<file path="config.mk">
export PLATFORM = sky130hd
export DESIGN_NAME = bin_to_bcd_seq_flat
export DESIGN_NICKNAME = d
export VERILOG_FILES = /design/src/rtl/bin_to_bcd_seq_if.sv /design/src/rtl/bin_to_bcd_seq.sv /design/src/flat_wrapper.sv
export SDC_FILE = /design/constraint.sdc
export NUM_CORES = 1
export LEC_CHECK = 0
export CAP_MARGIN = 20
export CORE_MARGIN = 1.5
export CORE_UTILIZATION = 45
export DETAILED_ROUTE_END_ITERATION = 8
export GPL_TIMING_DRIVEN = 0
export HOLD_SLACK_MARGIN = 0.08
export PLACE_DENSITY = 0.67
export SETUP_SLACK_MARGIN = 0.1
export SYNTH_ARGS = -nofsm -noshare
export SYNTH_HDL_FRONTEND = slang
export SYNTH_SLANG_ARGS = --single-unit
</file>
<file path="constraint.sdc">
create_clock -name clk -period 1.9 [get_ports clk]
set_input_delay 0.38 -clock clk [delete_from_list [all_inputs] [get_ports clk]]
set_output_delay 0.38 -clock clk [all_outputs]
set_load 0.02 [all_outputs]
</file>
<file path="src/rtl/bin_to_bcd_seq_if.sv">
`default_nettype none
// +-----------------------------------------------------------------------+
// | bin_to_bcd_seq_if : start/operand and BCD result bundle               |
// | Rev 1.0                                                               |
// +-----------------------------------------------------------------------+

interface bin_to_bcd_seq_if #(
  parameter int IN_WIDTH   = 16,
  parameter int OUT_DIGITS = 4
);
  logic                    start;
  logic [IN_WIDTH-1:0]     bin_in;
  logic                    busy;
  logic                    done;
  logic [4*OUT_DIGITS-1:0] bcd_out;
  logic                    overflow;

  modport master (
    output start, bin_in,
    input  busy, done, bcd_out, overflow
  );

  modport slave (
    input  start, bin_in,
    output busy, done, bcd_out, overflow
  );
endinterface

`default_nettype wire

</file>
<file path="src/rtl/bin_to_bcd_seq.sv">
`default_nettype none
// +-----------------------------------------------------------------------+
// | bin_to_bcd_seq : one-bit-per-clock double-dabble binary to BCD        |
// | Rev 1.0                                                               |
// +-----------------------------------------------------------------------+

module bin_to_bcd_seq #(
  parameter int IN_WIDTH   = 16,
  parameter int OUT_DIGITS = 4
) (
  input  logic            clk,
  input  logic            reset,
  bin_to_bcd_seq_if.slave bus
);

  // Digits needed for 2^IN_WIDTH-1 is floor(IN_WIDTH*log10(2))+1.
  localparam int c_RAW_DIGITS = (IN_WIDTH * 30103) / 100000 + 1;
  localparam int c_BCD_DIGITS = (c_RAW_DIGITS > OUT_DIGITS) ? c_RAW_DIGITS : OUT_DIGITS;
  localparam int c_ACC_W      = 4 * c_BCD_DIGITS;
  localparam int c_OUT_W      = 4 * OUT_DIGITS;
  localparam int c_CNT_W      = (IN_WIDTH > 2) ? $clog2(IN_WIDTH) : 1;
  localparam logic [c_CNT_W-1:0] c_LAST = c_CNT_W'(IN_WIDTH - 1);

  typedef enum logic [0:0] {
    S_IDLE  = 1'b0,
    S_SHIFT = 1'b1
  } state_e;

  state_e                 state_q, state_d;
  logic [c_CNT_W-1:0]     cnt_q, cnt_d;
  logic [IN_WIDTH-1:0]    sh_q, sh_d;
  logic [c_ACC_W-1:0]     acc_q, acc_d;
  logic [c_OUT_W-1:0]     bcd_q, bcd_d;
  logic                   ovf_q, ovf_d;
  logic                   busy_q, busy_d;
  logic                   done_q, done_d;

  logic [c_ACC_W-1:0]          w_adj;
  logic [c_ACC_W+IN_WIDTH-1:0] w_all;
  logic                        w_ovf;

  for (genvar g = 0; g < c_BCD_DIGITS; g++) begin : g_adj
    assign w_adj[4*g +: 4] = (acc_q[4*g +: 4] >= 4'd5) ? acc_q[4*g +: 4] + 4'd3
                                                        : acc_q[4*g +: 4];
  end

  assign w_all = {w_adj, sh_q} << 1;

  if (c_ACC_W > c_OUT_W) begin : g_ovf
    assign w_ovf = |w_all[c_ACC_W+IN_WIDTH-1:c_OUT_W+IN_WIDTH];
  end else begin : g_no_ovf
    assign w_ovf = 1'b0;
  end

  always_comb begin
    state_d = state_q;
    cnt_d   = cnt_q;
    sh_d    = sh_q;
    acc_d   = acc_q;
    bcd_d   = bcd_q;
    ovf_d   = ovf_q;
    busy_d  = busy_q;
    done_d  = 1'b0;
    case (state_q)
      S_IDLE: begin
        if (bus.start) begin
          sh_d    = bus.bin_in;
          acc_d   = '0;
          cnt_d   = '0;
          busy_d  = 1'b1;
          state_d = S_SHIFT;
        end
      end
      S_SHIFT: begin
        acc_d = w_all[c_ACC_W+IN_WIDTH-1:IN_WIDTH];
        sh_d  = w_all[IN_WIDTH-1:0];
        cnt_d = cnt_q + 1'b1;
        if (cnt_q == c_LAST) begin
          bcd_d   = w_all[c_OUT_W+IN_WIDTH-1:IN_WIDTH];
          ovf_d   = w_ovf;
          done_d  = 1'b1;
          busy_d  = 1'b0;
          state_d = S_IDLE;
        end
      end
      default: state_d = S_IDLE;
    endcase
  end

  always_ff @(posedge clk) begin
    if (!reset) begin
      state_q <= S_IDLE;
      cnt_q   <= '0;
      sh_q    <= '0;
      acc_q   <= '0;
      bcd_q   <= '0;
      ovf_q   <= 1'b0;
      busy_q  <= 1'b0;
      done_q  <= 1'b0;
    end else begin
      state_q <= state_d;
      cnt_q   <= cnt_d;
      sh_q    <= sh_d;
      acc_q   <= acc_d;
      bcd_q   <= bcd_d;
      ovf_q   <= ovf_d;
      busy_q  <= busy_d;
      done_q  <= done_d;
    end
  end

  assign bus.busy     = busy_q;
  assign bus.done     = done_q;
  assign bus.bcd_out  = bcd_q;
  assign bus.overflow = ovf_q;

endmodule

`default_nettype wire

</file>
<file path="src/flat_wrapper.sv">
// flat-port wrapper written by rule: the top's interface ports become plain ports
module bin_to_bcd_seq_flat 
#(
  parameter int IN_WIDTH   = 16,
  parameter int OUT_DIGITS = 4
)
  (clk, reset, bus_start, bus_bin_in, bus_busy, bus_done, bus_bcd_out, bus_overflow);
  bin_to_bcd_seq_if #(.IN_WIDTH(IN_WIDTH), .OUT_DIGITS(OUT_DIGITS)) bus_i ();
  input  logic clk;
  input  logic reset;
  input wire logic [$bits(bus_i.start)-1:0] bus_start;
  input wire logic [$bits(bus_i.bin_in)-1:0] bus_bin_in;
  output wire logic [$bits(bus_i.busy)-1:0] bus_busy;
  output wire logic [$bits(bus_i.done)-1:0] bus_done;
  output wire logic [$bits(bus_i.bcd_out)-1:0] bus_bcd_out;
  output wire logic [$bits(bus_i.overflow)-1:0] bus_overflow;
  assign bus_i.start = bus_start;
  assign bus_i.bin_in = bus_bin_in;
  assign bus_busy = bus_i.busy;
  assign bus_done = bus_i.done;
  assign bus_bcd_out = bus_i.bcd_out;
  assign bus_overflow = bus_i.overflow;
  bin_to_bcd_seq #(.IN_WIDTH(IN_WIDTH), .OUT_DIGITS(OUT_DIGITS)) u_core (.clk(clk), .reset(reset), .bus(bus_i));
endmodule
</file>
==> reports/qor.json, run 1 <==
{
  "outcome": "completed",
  "drcViolationCount": 0,
  "worstSetupPathType": "reg -> reg",
  "grt_antenna_before_repair": 0,
  "mean_area_per_synthesized_cell_sq_um": 8.56,
  "initial_utilization_pct": 47.0,
  "drt-total-wl_microns": 6610,
  "stdcell_count": 453,
  "route.detailed.wl_per_inst_microns": 14.6,
  "cts_hold_buf": 0,
  "drt-initial-drc-count": 106,
  "grt_max_degree": 11,
  "clkLatencyLatePin_ns": 0.34,
  "finalSetupViolations": 0,
  "grt_first_pass_wirelength_microns": 10500,
  "worstPathRequired_ns": 2.15,
  "die_area_sq_um": 6700,
  "routed-via-count": 2422,
  "maxClockFrequency_mhz": 590,
  "setup-tns-final_ns": 0,
  "io_pins": 38,
  "irDropWorstVdd_v": 0.000521,
  "placement_rows": 28,
  "cts.reportedPaths.clkPinSlew_ns": 0.07,
  "globalRouteTotalUtil_pct": 21.3,
  "layout_cell_area_excl_fill_sq_um": 3460,
  "clock-sinks": 60,
  "synth.net_count": 357,
  "yosys_register_bits": 60,
  "first_global_vias": 2183,
  "tritoncts_clock_tree": "built",
  "max_slew_margin_pct": 53.6,
  "htree_num_levels": 3,
  "timing.final.crit_period_ns": 1.70,
  "max-cap-violations": 0,
  "synth.yosys.seq_area_share_pct": 42.9,
  "post-layout-total-power_uw": 2780,
  "die-height_microns": 81.9,
  "drt_first_pass_iters": 4,
  "postCtsSetupRepairBufs": 0,
  "hold_violations": 0,
  "layout-drive-gt1-share_pct": 9.26,
  "place.detailed.hpwl_microns": 4630,
  "core_region_area_sq_um": 5960,
  "grt_setup_unrepaired": "no",
  "timing_max_transition_violations_final": 0,
  "netlist_area_sq_um": 2800,
  "arrival_ns": 1.95,
  "die-width_microns": 81.9,
  "dp_cells": 437,
  "final_core_utilization_pct": 58.1,
  "grt.overflow.total": 0,
  "start_kind": "flop",
  "synthDistinctLibCells": 33,
  "routability_cong": 0.869,
  "cts_buffers": 9,
  "cts_resized": 0,
  "power_per_cell_area_nw_per_um2": 804,
  "num-fill-cells": 583,
  "cp_max_fo": 5,
  "worst_pin_slew_ns": 0.693,
  "synth.yosys.warnings": 0,
  "clock_tree.root_cell": "clkbuf_8",
  "drt.antenna.violating_nets": 0,
  "placement.cell_area_sq_um": 3240,
  "holdCritPathClass": "in -> reg",
  "finish.net_count": 403,
  "finalClockSkew_ns": 0.00911,
  "endpoint_kind": "flop",
  "leakage_uw": 0.00129,
  "clockBufferDepth": 2,
  "final.period_utilization_pct": 89.3,
  "syn_to_final_growth_pct": 23.7,
  "post_drt_via_cell_ratio": 5.35,
  "synthCells": 327,
  "antenna-diode-count": 0,
  "place.port_buffers": 35
}
report_power, final:
group / internal [uW] / leakage, uW / total [uW] / switching, uW
Sequential: 1280 / 0.000486 / 1300 / 15.4
Combinational: 85.5 / 0.000694 / 208 / 122
Clock: 768 / 0.000113 / 1270 / 506
synth_stat cells, drive strengths merged:
cell	number	area share (%)
o21ai	23	4.1
nand2b	3	0.67
xnor2	5	1.6
nor3b	4	1.1
dfxtp	60	43
and2	5	1.1
nor2b	3	0.67
o32ai	10	3.1
a21oi	32	5.7
nor2	48	6.4
a41oi	1	0.31
o21ba	3	1.1
a31oi	2	0.45
buf	12	2.6
or3	4	0.89
nand2	15	2.0
and3	1	0.22
inv	19	2.5
ha	11	4.9
clkbuf	7	0.94
mux2i	18	6.4
nand3	14	2.5
a311oi	4	1.9
nor3	17	3.0
mux2	5	2.4
a211oi	1	0.27
cell type report:
| type | count | area [sq um] | area share (%) |
|---|---|---|---|
| timing repair buffer | 35 | 350 | 10.1 |
| multi-input combinational | 229 | 1430 | 41.3 |
| clock inverter | 5 | 75.1 | 2.17 |
| sequential | 60 | 1200 | 34.7 |
| buffer | 19 | 98.8 | 2.86 |
| tap | 75 | 93.8 | 2.71 |
| inverter | 19 | 71.3 | 2.06 |
| clock buffer | 11 | 141 | 4.09 |
per-stage QoR:
| stage | setup WS [ns] | hold WS (ns) |
|---|---|---|
| CTS | 0.199 | 0.369 |
| detailed placement | 0.226 | 0.454 |
| global placement | 0.284 | 0.449 |
| finish | 0.204 | 0.372 |
| floorplan | 0.382 | 0.445 |
| global route | 0.101 | 0.417 |
placed cells by master (no fill, tap or decap), types with 7 or more instances in the layout:
cell type        count
inv_1               18
nor3_1              17
o32ai_1             10
ha_1                11
dfxtp_1             60
nor2_1              48
nand3_1             14
mux2i_1             18
o21ai_0             20
clkbuf_1             8
buf_2                7
clkdlybuf4s50_1     35
clkbuf_8            10
nand2_1             15
a21oi_1             32
logic make-up (layout without fill, tap and decap cells):
group | after synthesis | count (layout) | synth area share, %
AND/OR/NAND/NOR | 114 | 114 | 18.6
AO/OA/AOI/OAI | 76 | 76 | 17.0
flip-flops | 60 | 60 | 42.9
buffers and inverters | 38 | 89 | 6.08
multiplexers | 23 | 23 | 8.85
adder cells (fa/ha/maj) | 11 | 11 | 4.92
XOR/XNOR | 5 | 5 | 1.57
final timing paths:
kind	start	to	slack (ns)	cells past startpoint
max	u_core.acc_q[16]$_SDFFE_PN0P_	u_core.acc_q[18]$_SDFFE_PN0P_	0.20	6
max reg2reg	u_core.acc_q[16]$_SDFFE_PN0P_	u_core.acc_q[18]$_SDFFE_PN0P_	0.20	6
min	reset	u_core.bus.overflow$_SDFFE_PN0P_	0.37	3
min reg2reg	u_core.bus.bcd_out[10]$_SDFFE_PN0P_	u_core.bus.bcd_out[10]$_SDFFE_PN0P_	0.47	2
per-layer routing:
| layer | share of wire, % | routed length [microns] | vias to the layer above | track usage (%) |
|---|---|---|---|---|
| met3 | 5.6 | 373 | 9 | 6.89 |
| met5 | 0 | 0 | - | 0 |
| met2 | 45 | 3010 | 50 | 34.8 |
| met1 | 48 | 3170 | 1129 | 27.2 |
| li1 | - | - | 1234 | - |
| met4 | 0.92 | 61 | 0 | 5.08 |
flip-flops by register name (all words and copies together) (netlist names):
| register | flops |
|---|---|
| u_core.state_q | 1 |
| u_core.sh_q | 16 |
| u_core.bus.busy | 1 |
| u_core.cnt_q | 4 |
| u_core.bus.bcd_out | 16 |
| u_core.bus.overflow | 1 |
| u_core.acc_q | 20 |
| u_core.bus.done | 1 |
worst max-delay path, stage by stage, from the launching register on:
cell	delay [ns]
dfxtp_1	0.33
inv_1	0.12
ha_1	0.25
nand2b_1	0.07
a21oi_1	0.33
mux2_2	0.38
o32ai_1	0.11
No activity file was read; power rests on OpenSTA's default activity.
==> inputs of run 2 (changes only) <==
CORE_MARGIN = unset   (was 1.5)
==> run 2 against run 1 <==
Compared with the run above:
- sequential share of layout area increased by 0.11 points
- worst hold slack improved by 0.028 ns
- sequential power about the same
- combinational power about the same
- final area decreased by 0.33%
- count of clock-buffer cells in the layout increased by 4
==> reports/qor.json, run 2 (synthesis gave the netlist of run 1 again) <==
{
  "clock_tree.root_cell": "clkbuf_8",
  "hold-worst-slack": {"value": 0.400, "unit": "ns", "change": "+0.0281 ns"},
  "die-height": {"value": 80.9, "unit": "microns", "change": "-1.2%"},
  "post_drt_via_cell_ratio": {"value": 5.45, "change": "+1.9%"},
  "cts_hold_buf": {"value": 0, "change": "unchanged"},
  "routed-via-count": {"value": 2468, "change": "+1.9%"},
  "arrival": {"value": 1.32, "unit": "ns", "change": "-0.63 ns"},
  "final.period_utilization": {"value": 89.3, "unit": "%", "change": "about the same"},
  "drt_first_pass_iters": {"value": 5, "change": "+1"},
  "initial_utilization": {"value": 47.0, "unit": "%", "change": "unchanged"},
  "finalClockSkew": {"value": 0.00882, "unit": "ns", "change": "-0.000291 ns"},
  "worstSetupPathType": "reg -> out",
  "power_per_cell_area": {"value": 777, "unit": "nW/um^2", "change": "-3.4%"},
  "largest_reg_flops": {"value": 20, "change": "unchanged"},
  "crit_family": "buffers and inverters",
  "cts.reportedPaths.clkPinSlew": {"value": 0.07, "unit": "ns", "change": "about the same"},
  "placement_rows": {"value": 28, "change": "unchanged"},
  "io_pins": {"value": 38, "change": "unchanged"},
  "max_slew_margin": {"value": 53.2, "unit": "%", "change": "-0.47 points"},
  "clkLatencyLatePin": {"value": 0.35, "unit": "ns", "change": "about the same"},
  "grt_max_degree": {"value": 11, "change": "unchanged"},
  "globalRouteTotalUtil": {"value": 23.0, "unit": "%", "change": "+1.6 points"},
  "timing.critical_path.cells": "clkdlybuf4s50_1",
  "final_common_cell": "dfxtp_1",
  "place.detailed.hpwl": {"value": 4510, "unit": "microns", "change": "-2.6%"},
  "grt.overflow.total": {"value": 0, "change": "unchanged"},
  "grt_most_used_layer": "met2",
  "holdCritPathClass": "in -> reg",
  "global_route.usage.met1": {"value": 29.3, "unit": "%", "change": "+2.0 points"},
  "maxClockFrequency": {"value": 589, "unit": "MHz", "change": "about the same"},
  "gr-usage-met2": {"value": 35.3, "unit": "%", "change": "+0.46 points"},
  "finish.net_count": {"value": 403, "change": "unchanged"},
  "drt-initial-drc-count": {"value": 152, "change": "+43%"},
  "timing.critical_path.from": "u_core.bus.bcd_out[4]$_SDFFE_PN0P_",
  "grt_setup_unrepaired": "no",
  "first_global_vias": {"value": 2328, "change": "+6.6%"},
  "grt_antenna_before_repair": {"value": 0, "change": "unchanged"},
  "antenna-diode-count": {"value": 0, "change": "unchanged"},
  "timing_max_transition_violations_final": {"value": 0, "change": "unchanged"},
  "worstPathRequired": {"value": 1.52, "unit": "ns", "change": "-0.63 ns"},
  "clockBufferDepth": {"value": 2, "change": "unchanged"},
  "endpoint_kind": "output port",
  "dp_cells": {"value": 437, "change": "unchanged"},
  "leakage": {"value": 0.00128, "unit": "uW", "change": "-1.2%"},
  "hold_violations": {"value": 0, "change": "unchanged"},
  "routability_cong": {"value": 0.832, "change": "-4.2%"},
  "core_region_area": {"value": 5960, "unit": "sq um", "change": "unchanged"},
  "die-width": {"value": 80.9, "unit": "microns", "change": "-1.2%"},
  "cp_max_fo": {"value": 2, "change": "-3"},
  "start_kind": "flop",
  "layout-drive-gt1-share": {"value": 8.99, "unit": "%", "change": "-0.26 points"},
  "post-layout-total-power": {"value": 2680, "unit": "uW", "change": "-3.7%"},
  "global_route.usage.met3": {"value": 6.07, "unit": "%", "change": "-0.82 points"},
  "irDropWorstVdd": {"value": 0.000579, "unit": "V", "change": "+11%"},
  "r2r-start": "u_core.cnt_q[0]$_SDFFE_PN0P_",
  "largest-register": "u_core.acc_q",
  "route.detailed.wl_per_inst": {"value": 14.8, "unit": "microns", "change": "+1.8%"},
  "clock-sinks": {"value": 60, "change": "unchanged"},
  "drcViolationCount": {"value": 0, "change": "unchanged"},
  "stdcell_count": {"value": 453, "change": "unchanged"},
  "worst_hold_startpoint": "reset",
  "cts_buffers": {"value": 9, "change": "unchanged"},
  "grt_first_pass_wirelength": {"value": 11000, "unit": "microns", "change": "+4.9%"},
  "htree_num_levels": {"value": 3, "change": "unchanged"},
  "setup-tns-final": {"value": 0, "unit": "ns", "change": "unchanged"},
  "tritoncts_clock_tree": "built",
  "layout.cells.most_common_list": "dfxtp_1, nor2_1, clkdlybuf4s50_1",
  "worst_pin_slew": {"value": 0.700, "unit": "ns", "change": "+0.00697 ns"},
  "die_area": {"value": 6540, "unit": "sq um", "change": "-2.4%"},
  "postCtsSetupRepairBufs": {"value": 0, "change": "unchanged"},
  "cp_num_buf_inv": {"value": 1, "change": "unchanged"},
  "critical-path-slowest-cell": "clkdlybuf4s50_1",
  "drt.antenna.violating_nets": {"value": 0, "change": "unchanged"},
  "timing.final.crit_period": {"value": 1.70, "unit": "ns", "change": "+0.00122 ns"},
  "syn_to_final_growth_pct": 23.3,
  "max-cap-violations": {"value": 0, "change": "unchanged"},
  "place.port_buffers": {"value": 35, "change": "unchanged"},
  "finalSetupViolations": {"value": 0, "change": "unchanged"},
  "outcome": "completed",
  "drt-total-wl": {"value": 6730, "unit": "microns", "change": "+1.8%"},
  "critical_path_s_largest_stage_delay": {"value": 0.61, "unit": "ns", "change": "+0.23 ns"}
}
[run 2: cell type report]
cell class              count  area, sq um
flip-flops and latches     60         1200
repair buffers             35          350
clock inverters             1         30.0
plain buffers              19         98.8
multi-input cells         229         1440
well taps                  75         93.8
clock buffers              15          166
fillers                   567         2510
inverters                  19         71.3
[run 2: worst paths after layout]
kind	endpoint	slack, ns	cells after the start
worst max register to register	u_core.bus.bcd_out[15]$_SDFFE_PN0P_	0.25	7
worst max-delay path	bus_bcd_out[4]	0.20	1
worst min-delay path	u_core.bus.overflow$_SDFFE_PN0P_	0.40	3
worst min register to register	u_core.bus.bcd_out[10]$_SDFFE_PN0P_	0.46	2
[run 2: worst min-delay path: stages]
cell      delay (ns)
clkbuf_1        0.16
o21ai_0         0.11
a31oi_1         0.05
[run 2: power by group]
part | switching, uW | internal [uW]
sequential | 15.6 | 1280
combinational | 124 | 85.5
clock | 489 | 680
[run 2: metal layers]
metal	routed length, microns	share of wire, %
met4	141	2.1
met3	345	5.1
met5	0	0
met2	3120	46
met1	3120	46
[run 2: stage by stage]
| stage | setup slack, ns | util (%) | instance area (sq um) |
|---|---|---|---|
| finish | 0.203 | 57.9 | 3450 |
| global route | 0.113 | 57.9 | 3450 |
| CTS | 0.194 | 57.7 | 3440 |
| detailed placement | 0.231 | 54.4 | 3240 |
| global placement | 0.286 | 54.4 | 3240 |
| floorplan | 0.382 | - | 2800 |
[run 2: what timing repair did]
item                                    4_1_cts  5_1_grt
endpoints found under the hold margin         0        0
gates resized for setup                       0        3
endpoints found under the setup margin        0        4
